[config.mk]
export PLATFORM = sky130hd
export DESIGN_NAME = dbi_rx_decoder
export DESIGN_NICKNAME = d
export VERILOG_FILES = /design/src/rtl/dbi_rx_decoder.sv
export SDC_FILE = /design/constraint.sdc
export NUM_CORES = 1
export LEC_CHECK = 0
export CAP_MARGIN = 20
export CELL_PAD_IN_SITES_DETAIL_PLACEMENT = 0
export CELL_PAD_IN_SITES_GLOBAL_PLACEMENT = 1
export CORE_MARGIN = 4
export CORE_UTILIZATION = 40
export CTS_CLUSTER_SIZE = 40
export DETAILED_ROUTE_END_ITERATION = 8
export GPL_TIMING_DRIVEN = 0
export PLACE_DENSITY = 0.81
export SLEW_MARGIN = 20
export SYNTH_ARGS = -nofsm -noshare
export SYNTH_HDL_FRONTEND = slang
export SYNTH_SLANG_ARGS = --single-unit
[constraint.sdc]
create_clock -name clk -period 5.9 [get_ports clk]
set_input_delay 1.18 -clock clk [delete_from_list [all_inputs] [get_ports clk]]
set_output_delay 1.18 -clock clk [all_outputs]
set_load 0.02 [all_outputs]
[src/rtl/dbi_rx_decoder.sv]
// dbi_rx_decoder: MIPI DBI Type-B (8080, 8-bit) panel-side receiver used as loopback/self-test model.
// clk, rst_n                      : internal clock, asynchronous active-low reset
// dbi_resx_i/csx_i/dcx_i/wrx_i/d_i : asynchronous DBI bus pins, synchronised here
// pxl_d_o/x_o/y_o, pxl_vld_o      : assembled RGB565 pixel with its coordinate, one-cycle strobe
// frm_done_o                      : strobe with the last pixel of the address window
// disp_on_o, soft_rst_o           : display-on state, soft-reset pulse
// cmd_o, cmd_vld_o                : last command byte and its one-cycle strobe
module dbi_rx_decoder #(
    parameter int                    DBI_IF_D_W    = 8,
    parameter int                    PXL_W         = 16,
    parameter int                    SYNC_STAGES   = 2,
    parameter logic [DBI_IF_D_W-1:0] ADDR_SOFT_RST = 8'h01,
    parameter logic [DBI_IF_D_W-1:0] ADDR_DISP_OFF = 8'h28,
    parameter logic [DBI_IF_D_W-1:0] ADDR_DISP_ON  = 8'h29,
    parameter logic [DBI_IF_D_W-1:0] ADDR_COL      = 8'h2A,
    parameter logic [DBI_IF_D_W-1:0] ADDR_ROW      = 8'h2B,
    parameter logic [DBI_IF_D_W-1:0] ADDR_MEM_WR   = 8'h2C,
    parameter logic [15:0]           COL_DEF_E     = 16'd319,
    parameter logic [15:0]           ROW_DEF_E     = 16'd239
) (
    input  logic                  clk,
    input  logic                  rst_n,
    input  logic                  dbi_resx_i,
    input  logic                  dbi_csx_i,
    input  logic                  dbi_dcx_i,
    input  logic                  dbi_wrx_i,
    input  logic [DBI_IF_D_W-1:0] dbi_d_i,
    output logic [PXL_W-1:0]      pxl_d_o,
    output logic [15:0]           pxl_x_o,
    output logic [15:0]           pxl_y_o,
    output logic                  pxl_vld_o,
    output logic                  frm_done_o,
    output logic                  disp_on_o,
    output logic                  soft_rst_o,
    output logic [DBI_IF_D_W-1:0] cmd_o,
    output logic                  cmd_vld_o
);
    localparam int W  = DBI_IF_D_W;
    localparam int SW = W + 4;
    // Idle bus levels: resx/csx/wrx high so reset release never looks like an edge.
    localparam logic [SW-1:0] SYNC_IDLE = {1'b1, 1'b1, 1'b0, 1'b1, {W{1'b0}}};
    typedef enum logic [1:0] {CMD_ST, COL_ST, ROW_ST, MEM_ST} state_t;
    logic [SYNC_STAGES-1:0][SW-1:0] sync_q, sync_d;
    logic [SW-1:0]  s;
    logic           s_resx, s_csx, s_dcx, s_wrx, byte_stb, win_rst;
    logic [W-1:0]   s_d;
    state_t         state_q, state_d;
    logic [1:0]     idx_q, idx_d;
    logic [3*W-1:0] tmp_q, tmp_d;
    logic [W-1:0]   hi_q, hi_d;
    logic [15:0]    cs_q, cs_d, ce_q, ce_d, rs_q, rs_d, re_q, re_d, x_q, x_d, y_q, y_d;
    logic           wrx_prev_q, wrx_prev_d, resx_prev_q, resx_prev_d, disp_on_q, disp_on_d;
    logic [PXL_W-1:0] pxl_d_q, pxl_d_d;
    logic [15:0]    pxl_x_q, pxl_x_d, pxl_y_q, pxl_y_d;
    logic           pxl_vld_q, pxl_vld_d, frm_done_q, frm_done_d, soft_rst_q, soft_rst_d, cmd_vld_q, cmd_vld_d;
    logic [W-1:0]   cmd_q, cmd_d;

    assign s        = sync_q[SYNC_STAGES-1];
    assign s_resx   = s[W+3];
    assign s_csx    = s[W+2];
    assign s_dcx    = s[W+1];
    assign s_wrx    = s[W];
    assign s_d      = s[W-1:0];
    assign byte_stb = s_wrx & ~wrx_prev_q & ~s_csx;

    always_comb begin
        sync_d      = {sync_q[SYNC_STAGES-2:0], dbi_resx_i, dbi_csx_i, dbi_dcx_i, dbi_wrx_i, dbi_d_i};
        wrx_prev_d  = s_wrx;
        resx_prev_d = s_resx;
        state_d     = state_q;
        idx_d       = idx_q;
        tmp_d       = tmp_q;
        hi_d        = hi_q;
        cs_d        = cs_q;
        ce_d        = ce_q;
        rs_d        = rs_q;
        re_d        = re_q;
        x_d         = x_q;
        y_d         = y_q;
        disp_on_d   = disp_on_q;
        pxl_d_d     = pxl_d_q;
        pxl_x_d     = pxl_x_q;
        pxl_y_d     = pxl_y_q;
        pxl_vld_d   = 1'b0;
        frm_done_d  = 1'b0;
        soft_rst_d  = 1'b0;
        cmd_d       = cmd_q;
        cmd_vld_d   = 1'b0;
        win_rst     = 1'b0;
        if (!s_resx) begin
            // Held in soft reset; pulse only on the falling edge.
            win_rst    = 1'b1;
            soft_rst_d = resx_prev_q;
        end else if (s_csx) begin
            state_d = CMD_ST;
            idx_d   = '0;
        end else if (byte_stb && !s_dcx) begin
            cmd_d     = s_d;
            cmd_vld_d = 1'b1;
            idx_d     = '0;
            state_d   = s_d == ADDR_COL ? COL_ST : s_d == ADDR_ROW ? ROW_ST : s_d == ADDR_MEM_WR ? MEM_ST : CMD_ST;
            x_d       = cs_q;
            y_d       = rs_q;
            disp_on_d = s_d == ADDR_DISP_ON ? 1'b1 : s_d == ADDR_DISP_OFF ? 1'b0 : disp_on_q;
            win_rst    = s_d == ADDR_SOFT_RST;
            soft_rst_d = s_d == ADDR_SOFT_RST;
        end else if (byte_stb && (state_q == COL_ST || state_q == ROW_ST)) begin
            if (idx_q != 2'd3) begin
                tmp_d = {tmp_q[2*W-1:0], s_d};
                idx_d = idx_q + 2'd1;
            end else begin
                // Window only changes once all four bytes are in.
                idx_d   = '0;
                state_d = CMD_ST;
                cs_d    = state_q == COL_ST ? 16'(tmp_q[3*W-1:W]) : cs_q;
                ce_d    = state_q == COL_ST ? 16'({tmp_q[W-1:0], s_d}) : ce_q;
                rs_d    = state_q == ROW_ST ? 16'(tmp_q[3*W-1:W]) : rs_q;
                re_d    = state_q == ROW_ST ? 16'({tmp_q[W-1:0], s_d}) : re_q;
            end
        end else if (byte_stb && state_q == MEM_ST) begin
            if (!idx_q[0]) begin
                hi_d  = s_d;
                idx_d = 2'd1;
            end else begin
                idx_d      = '0;
                pxl_d_d    = PXL_W'({hi_q, s_d});
                pxl_x_d    = x_q;
                pxl_y_d    = y_q;
                pxl_vld_d  = 1'b1;
                frm_done_d = x_q == ce_q && y_q == re_q;
                x_d        = x_q == ce_q ? cs_q : x_q + 16'd1;
                y_d        = x_q != ce_q ? y_q : y_q == re_q ? rs_q : y_q + 16'd1;
            end
        end
        if (win_rst) begin
            state_d   = CMD_ST;
            idx_d     = '0;
            cs_d      = '0;
            ce_d      = COL_DEF_E;
            rs_d      = '0;
            re_d      = ROW_DEF_E;
            disp_on_d = 1'b0;
        end
    end

    always_ff @(posedge clk or negedge rst_n) begin
        if (!rst_n) begin
            sync_q      <= {SYNC_STAGES{SYNC_IDLE}};
            wrx_prev_q  <= 1'b1;
            resx_prev_q <= 1'b1;
            state_q     <= CMD_ST;
            idx_q       <= '0;
            tmp_q       <= '0;
            hi_q        <= '0;
            cs_q        <= '0;
            ce_q        <= COL_DEF_E;
            rs_q        <= '0;
            re_q        <= ROW_DEF_E;
            x_q         <= '0;
            y_q         <= '0;
            disp_on_q   <= 1'b0;
            pxl_d_q     <= '0;
            pxl_x_q     <= '0;
            pxl_y_q     <= '0;
            pxl_vld_q   <= 1'b0;
            frm_done_q  <= 1'b0;
            soft_rst_q  <= 1'b0;
            cmd_q       <= '0;
            cmd_vld_q   <= 1'b0;
        end else begin
            sync_q      <= sync_d;
            wrx_prev_q  <= wrx_prev_d;
            resx_prev_q <= resx_prev_d;
            state_q     <= state_d;
            idx_q       <= idx_d;
            tmp_q       <= tmp_d;
            hi_q        <= hi_d;
            cs_q        <= cs_d;
            ce_q        <= ce_d;
            rs_q        <= rs_d;
            re_q        <= re_d;
            x_q         <= x_d;
            y_q         <= y_d;
            disp_on_q   <= disp_on_d;
            pxl_d_q     <= pxl_d_d;
            pxl_x_q     <= pxl_x_d;
            pxl_y_q     <= pxl_y_d;
            pxl_vld_q   <= pxl_vld_d;
            frm_done_q  <= frm_done_d;
            soft_rst_q  <= soft_rst_d;
            cmd_q       <= cmd_d;
            cmd_vld_q   <= cmd_vld_d;
        end
    end

    assign pxl_d_o    = pxl_d_q;
    assign pxl_x_o    = pxl_x_q;
    assign pxl_y_o    = pxl_y_q;
    assign pxl_vld_o  = pxl_vld_q;
    assign frm_done_o = frm_done_q;
    assign disp_on_o  = disp_on_q;
    assign soft_rst_o = soft_rst_q;
    assign cmd_o      = cmd_q;
    assign cmd_vld_o  = cmd_vld_q;
endmodule

==> reports/results.ini <==
[sta]
layout_setup_ws_ns = 2.98
setup_viol_count_final = 0
min_period_over_period = 0.494
slew_viol_final = 0
rsz0062_at_grt = no
period_needed_ns = 2.92
hold_viol = 0
fin_setup_tns_ns = 0
max-slew-margin-rel = 0.393
fmax_mhz = 343
clock_skew_ns = 0.0118
tightest_slew_ns = 0.901

[power_and_ir_drop]
p_leak_uw = 0.00521
p_seq_frac = 0.475
power_frac_clock = 0.464
internal_power_uw = 2580
finalPower_uw = 3340
p_sw_uw = 762
switching_share = 0.228
powerDensity_nw_per_um2 = 294
pwr-share-comb = 0.060
ir_drop_mv = 0.203

[die]
fp.coreArea_um2 = 22800
ios = 75
fp.dieW_um = 161
floorplan.die_area_um2 = 25800
start_util = 0.409
rows = 55
dieHeight_um = 161

[grt]
grt-ovfl-total = 0
grt_first_pass_wirelength_um = 36900
antenna_found_initial = 0
grt_util_all_layers = 0.179
grt_pass1_vias = 6613
grt_max_degree = 100

[worst_setup_path]
critPathArrivalTime_ns = 3.31
path_cells = inv_1 -> ha_1 -> buf_2 -> nand3_1 -> nor2_1 -> nand2_1 -> clkbuf_1 -> mux2_2
criticalPathCategory = reg2reg
end_kind = flip-flop
slowest_stage = clkbuf_1
crit_path_max_fanout = 10
cp-start-kind = flip-flop
cp.required_ns = 6.30
slowest_delay_ns = 0.70

[clock_tree]
cts-resized-gates = 0
clk_latency_ns = 0.52
clock-sinks = 219
hold_buffers = 0
cts_buffers = 24
cts_tree = done
clockRootBuffer = clkbuf_16
post_cts_buffers = 0
path_clk_slew_ns = 0.06
cts_buffer_depth = 3
htreeDepth = 1

[cells_and_area]
drive_above_1_share = 0.207
multiInputGateArea_um2 = 3510
final_cells = 1247
area_growth_pct = 21.8
antenna_cells = 0
fillers = 2062
postLayoutCoreUtil = 0.498
seq_area_um2 = 5510
nets = 936

[yosys]
synth_top_family_by_area = multiplexers
synth_fa_ha_area_frac = 0.00805
yosys_most_used_dff = dfrtp_1
netlist_area_um2 = 9320
ys_seq_area_frac = 0.591
ys_seq_elements = 219
synth.area.mux_share = 0.121
yosys.area_share.simple = 0.120
synth_xor_area_frac = 0.0376
yosysWarnings = 0
yosysTopAreaCellShare = 0.529
synth_area_leaders = dfrtp_1 53%, mux2_2 10%, dfstp_2 6.2%, nand2_1 4.5%, xor2_1 3.3%
synth.net_count = 834
synth-compound-area-share = 0.0897
synth-edff-count = 0
synth_top_area_cell = dfrtp_1
synth_area_per_cell_um2 = 11.5
async_flop_share = 1.00
synthCells = 814
ys_types = 53

[status]
status = finished clean

[hold_path]
worstHoldPathType = reg2reg

[routing]
routed_wl_um = 22800
drc = 0
drt_iter0_drc = 408
wl_per_cell_um = 18.3
dr_total_vias = 6485
viasPerCell = 5.20
dr.pass1.iters = 5
detail-route-antenna-nets = 0

[placement]
port_buffers = 74
dp_hpwl_um = 16200
gp_congestion = 0.864
placed_cells_incl_taps = 1203
dp_worst_setup_slack_ns = 3.03

[flow_run]
drv_cap = 0

==> metal layers <==
metal  share of wire  wire (um)  vias to the layer above  GRT usage
li1                -          -                     3019          -
met4           0.031        704                        0     0.0551
met5               0          0                        -          0
met2            0.44      10000                      199      0.276
met3           0.072       1650                       48     0.0444
met1            0.46      10400                     3219      0.251
==> cell families (layout without fill, tap and decap cells) <==
group / after synthesis / in the layout
muxes: 102 / 102
and+or+nand+nor: 243 / 243
adders and majority gates: 6 / 6
xor gates and xnor gates: 40 / 40
buffers and inverters: 64 / 184
DFF: 219 / 219
AOI/OAI and AO/OA: 140 / 140
==> worst paths after layout <==
path	startpoint	end	slack [ns]	depth (start not counted)
worst max-delay path	state_q[0]$_DFFE_PN0P_	pxl_d_o[11]$_DFFE_PN0P_	2.98	8
worst min-delay path	sync_d[21]$_DFF_PN0_	s[9]$_DFF_PN0_	0.35	0
worst max register to register	state_q[0]$_DFFE_PN0P_	pxl_d_o[11]$_DFFE_PN0P_	2.98	8
worst min register to register	sync_d[21]$_DFF_PN0_	s[9]$_DFF_PN0_	0.35	0
max in group asynchronous	rst_n	x_q[4]$_DFFE_PN0P_	4.19	3
min in group asynchronous	rst_n	sync_d[19]$_DFF_PN0_	0.52	1
==> power by group through the flow <==
stage               Sequential (uW)  Clock, uW  Combinational, uW
floorplan                      1620          0               89.6
global placement               1610          0                197
detailed placement             1610          0                204
CTS                            1590       1580                205
global route                   1590       1640                226
finish                         1590       1550                201
==> synth_stat cells (11+ instances only) <==
cell type	instances
a21oi_1	31
buf_2	28
clkbuf_1	17
dfrtp_1	197
dfstp_2	22
inv_1	13
mux2_2	84
mux2i_1	18
nand2_1	113
nand3_1	32
nand4_1	12
nor2_1	41
nor3_1	12
nor4_1	11
o21ai_0	51
o21ai_1	19
xor2_1	35
==> state kept, by name (all words and copies together), names as in the netlist, 2 cells and up <==
| name | count |
|---|---|
| tmp_q | 24 |
| hi_q | 8 |
| y_q | 16 |
| rs_q | 16 |
| re_q | 16 |
| pxl_d_o | 16 |
| sync_d | 12 |
| cmd_o | 8 |
| s | 12 |
| pxl_x_o | 16 |
| cs_q | 16 |
| x_q | 16 |
| pxl_y_o | 16 |
| ce_q | 16 |
| state_q | 2 |
| idx_q | 2 |
==> cell type report <==
cell class,instances,share of cell area
Clock buffer,34,0.0643
Timing Repair Buffer,76,0.0705
Sequential cell,219,0.485
Multi-Input combinational cell,531,0.309
Tap cell,313,0.0345
Buffer,51,0.0226
Clock inverter,10,0.00937
Inverter,13,0.00430
==> worst max-delay path, delay by kind of cell (launching register included) <==
family	cells	cell delay, ns
adders and majority gates	1	0.28
buffers and inverters	3	0.94
DFF	1	0.40
muxes	1	0.41
and+or+nand+nor	3	0.76
==> layout by cell type, fill, tap and decap left out, types with 19 or more instances in the layout <==
cell,Yosys,routed
dfrtp_1,197,197
nor2_1,41,41
clkbuf_16,0,25
clkdlybuf4s50_1,0,73
nand2_1,113,113
o21ai_0,51,51
a21oi_1,31,31
clkbuf_1,17,19
nand3_1,32,32
buf_2,28,28
dfstp_2,22,22
o21ai_1,19,19
xor2_1,35,35
mux2_2,84,84
==> stage by stage <==
stage / area, um^2 / hold WS, ns
floorplan: 9320 / 0.331
global placement: 10500 / 0.332
detailed placement: 10500 / 0.336
CTS: 11400 / 0.348
global route: 11400 / 0.353
finish: 11400 / 0.346
No activity file was read; power rests on OpenSTA's default activity.
==> variant: new RTL, same settings <==
`PXL_W`: 16 -> 14.
--- a/src/rtl/dbi_rx_decoder.sv
+++ b/src/rtl/dbi_rx_decoder.sv
@@ -8,5 +8,5 @@
 module dbi_rx_decoder #(
     parameter int                    DBI_IF_D_W    = 8,
-    parameter int                    PXL_W         = 16,
+    parameter int                    PXL_W         = 14,
     parameter int                    SYNC_STAGES   = 2,
     parameter logic [DBI_IF_D_W-1:0] ADDR_SOFT_RST = 8'h01,
Ports: changed (resized pxl_d_o); port bits go from 75 to 73. The function was not compared with the original's and may differ.
==> variant against the unedited design <==
- worst setup slack better by 0.21 ns
- die area down 1.2%
- synthesized area down 1.2%
- global-route usage down 0.18 points
- total power down 1.8%
- wire length up 0.42%
- cell area down 2.0%
- combinational power up 7%
- sequential cell count down 4
- count of clock-buffer cells in the layout unchanged
- critical path type unchanged
- highest routed layer unchanged
==> variant: results <==
[route]
dr.pass1.iters = 4
vias = 6491
wl_met2_um = 10500
wl_met1_um = 10500

[final_layout]
layoutNonFillerInstCount = 1213
fillers = 2044

[hold_path]
min_from = "sync_d[15]$_DFF_PN0_"
min_to = "s[3]$_DFF_PN0_"

[synth]
ys_types = 50
synthTopCellsByArea = "dfrtp_1 (52%), mux2_2 (9.4%), dfstp_2 (6.3%)"
yosysSeqAreaShare = 0.587
synth_common_cells = "dfrtp_1 (193), nand2_1 (111), mux2_2 (77)"

[global_routing]
grt_pass1_wl_um = 36500
grt_max_degree = 98
grt.met1_usage = 0.252
use_met3 = 0.0317
met2_usage = 0.282

[place]
gp_congestion = 0.858
dpl_cell_area_sq_um = 10300
port_buffers = 72

[setup_path]
slowest_delay_ns = 0.59
reg2reg_to = "pxl_d_o[12]$_DFFE_PN0P_"

[power_and_ir_drop]
peakVddDrop_v = 0.000273
p_leak_nw = 5.18

[run_status]
outcome = "completed"

[sta]
finClkSkew_ns = 0.0150
fin_crit_sh = 0.458
-- variant: cell types whose count changed after synthesis, moves of 5 or more --
cell and change:
buf_2 -13, clkbuf_1 +13, a2bb2oi_1 +8, nor2_1 -8, and3_1 +7, mux2_2 -7, a21boi_1 +5, o21ai_1 +5
xnor2_1 -5
-- variant: logic make-up after synthesis --
logic type,share of synthesized area
simple gates,0.126
flops,0.587
compound gates,0.100
mux,0.115
buf+inv,0.0323
xor+xnor,0.0313
fa+ha+maj,0.00815
-- variant: area by class of cell --
type / instances / share of cell area
flip-flops and latches: 215 / 0.486
multi-input cells: 529 / 0.315
repair buffers: 74 / 0.0702
clock buffers: 34 / 0.0600
well taps: 285 / 0.0320
plain buffers: 51 / 0.0217
clock inverters: 10 / 0.0106
inverters: 15 / 0.00506
-- variant: report_power, final --
part	switching (mW)	internal, mW	leakage, nW
Sequential	0.0585	1.53	2.86
Clock	0.595	0.880	0.385
Combinational	0.127	0.0888	1.93
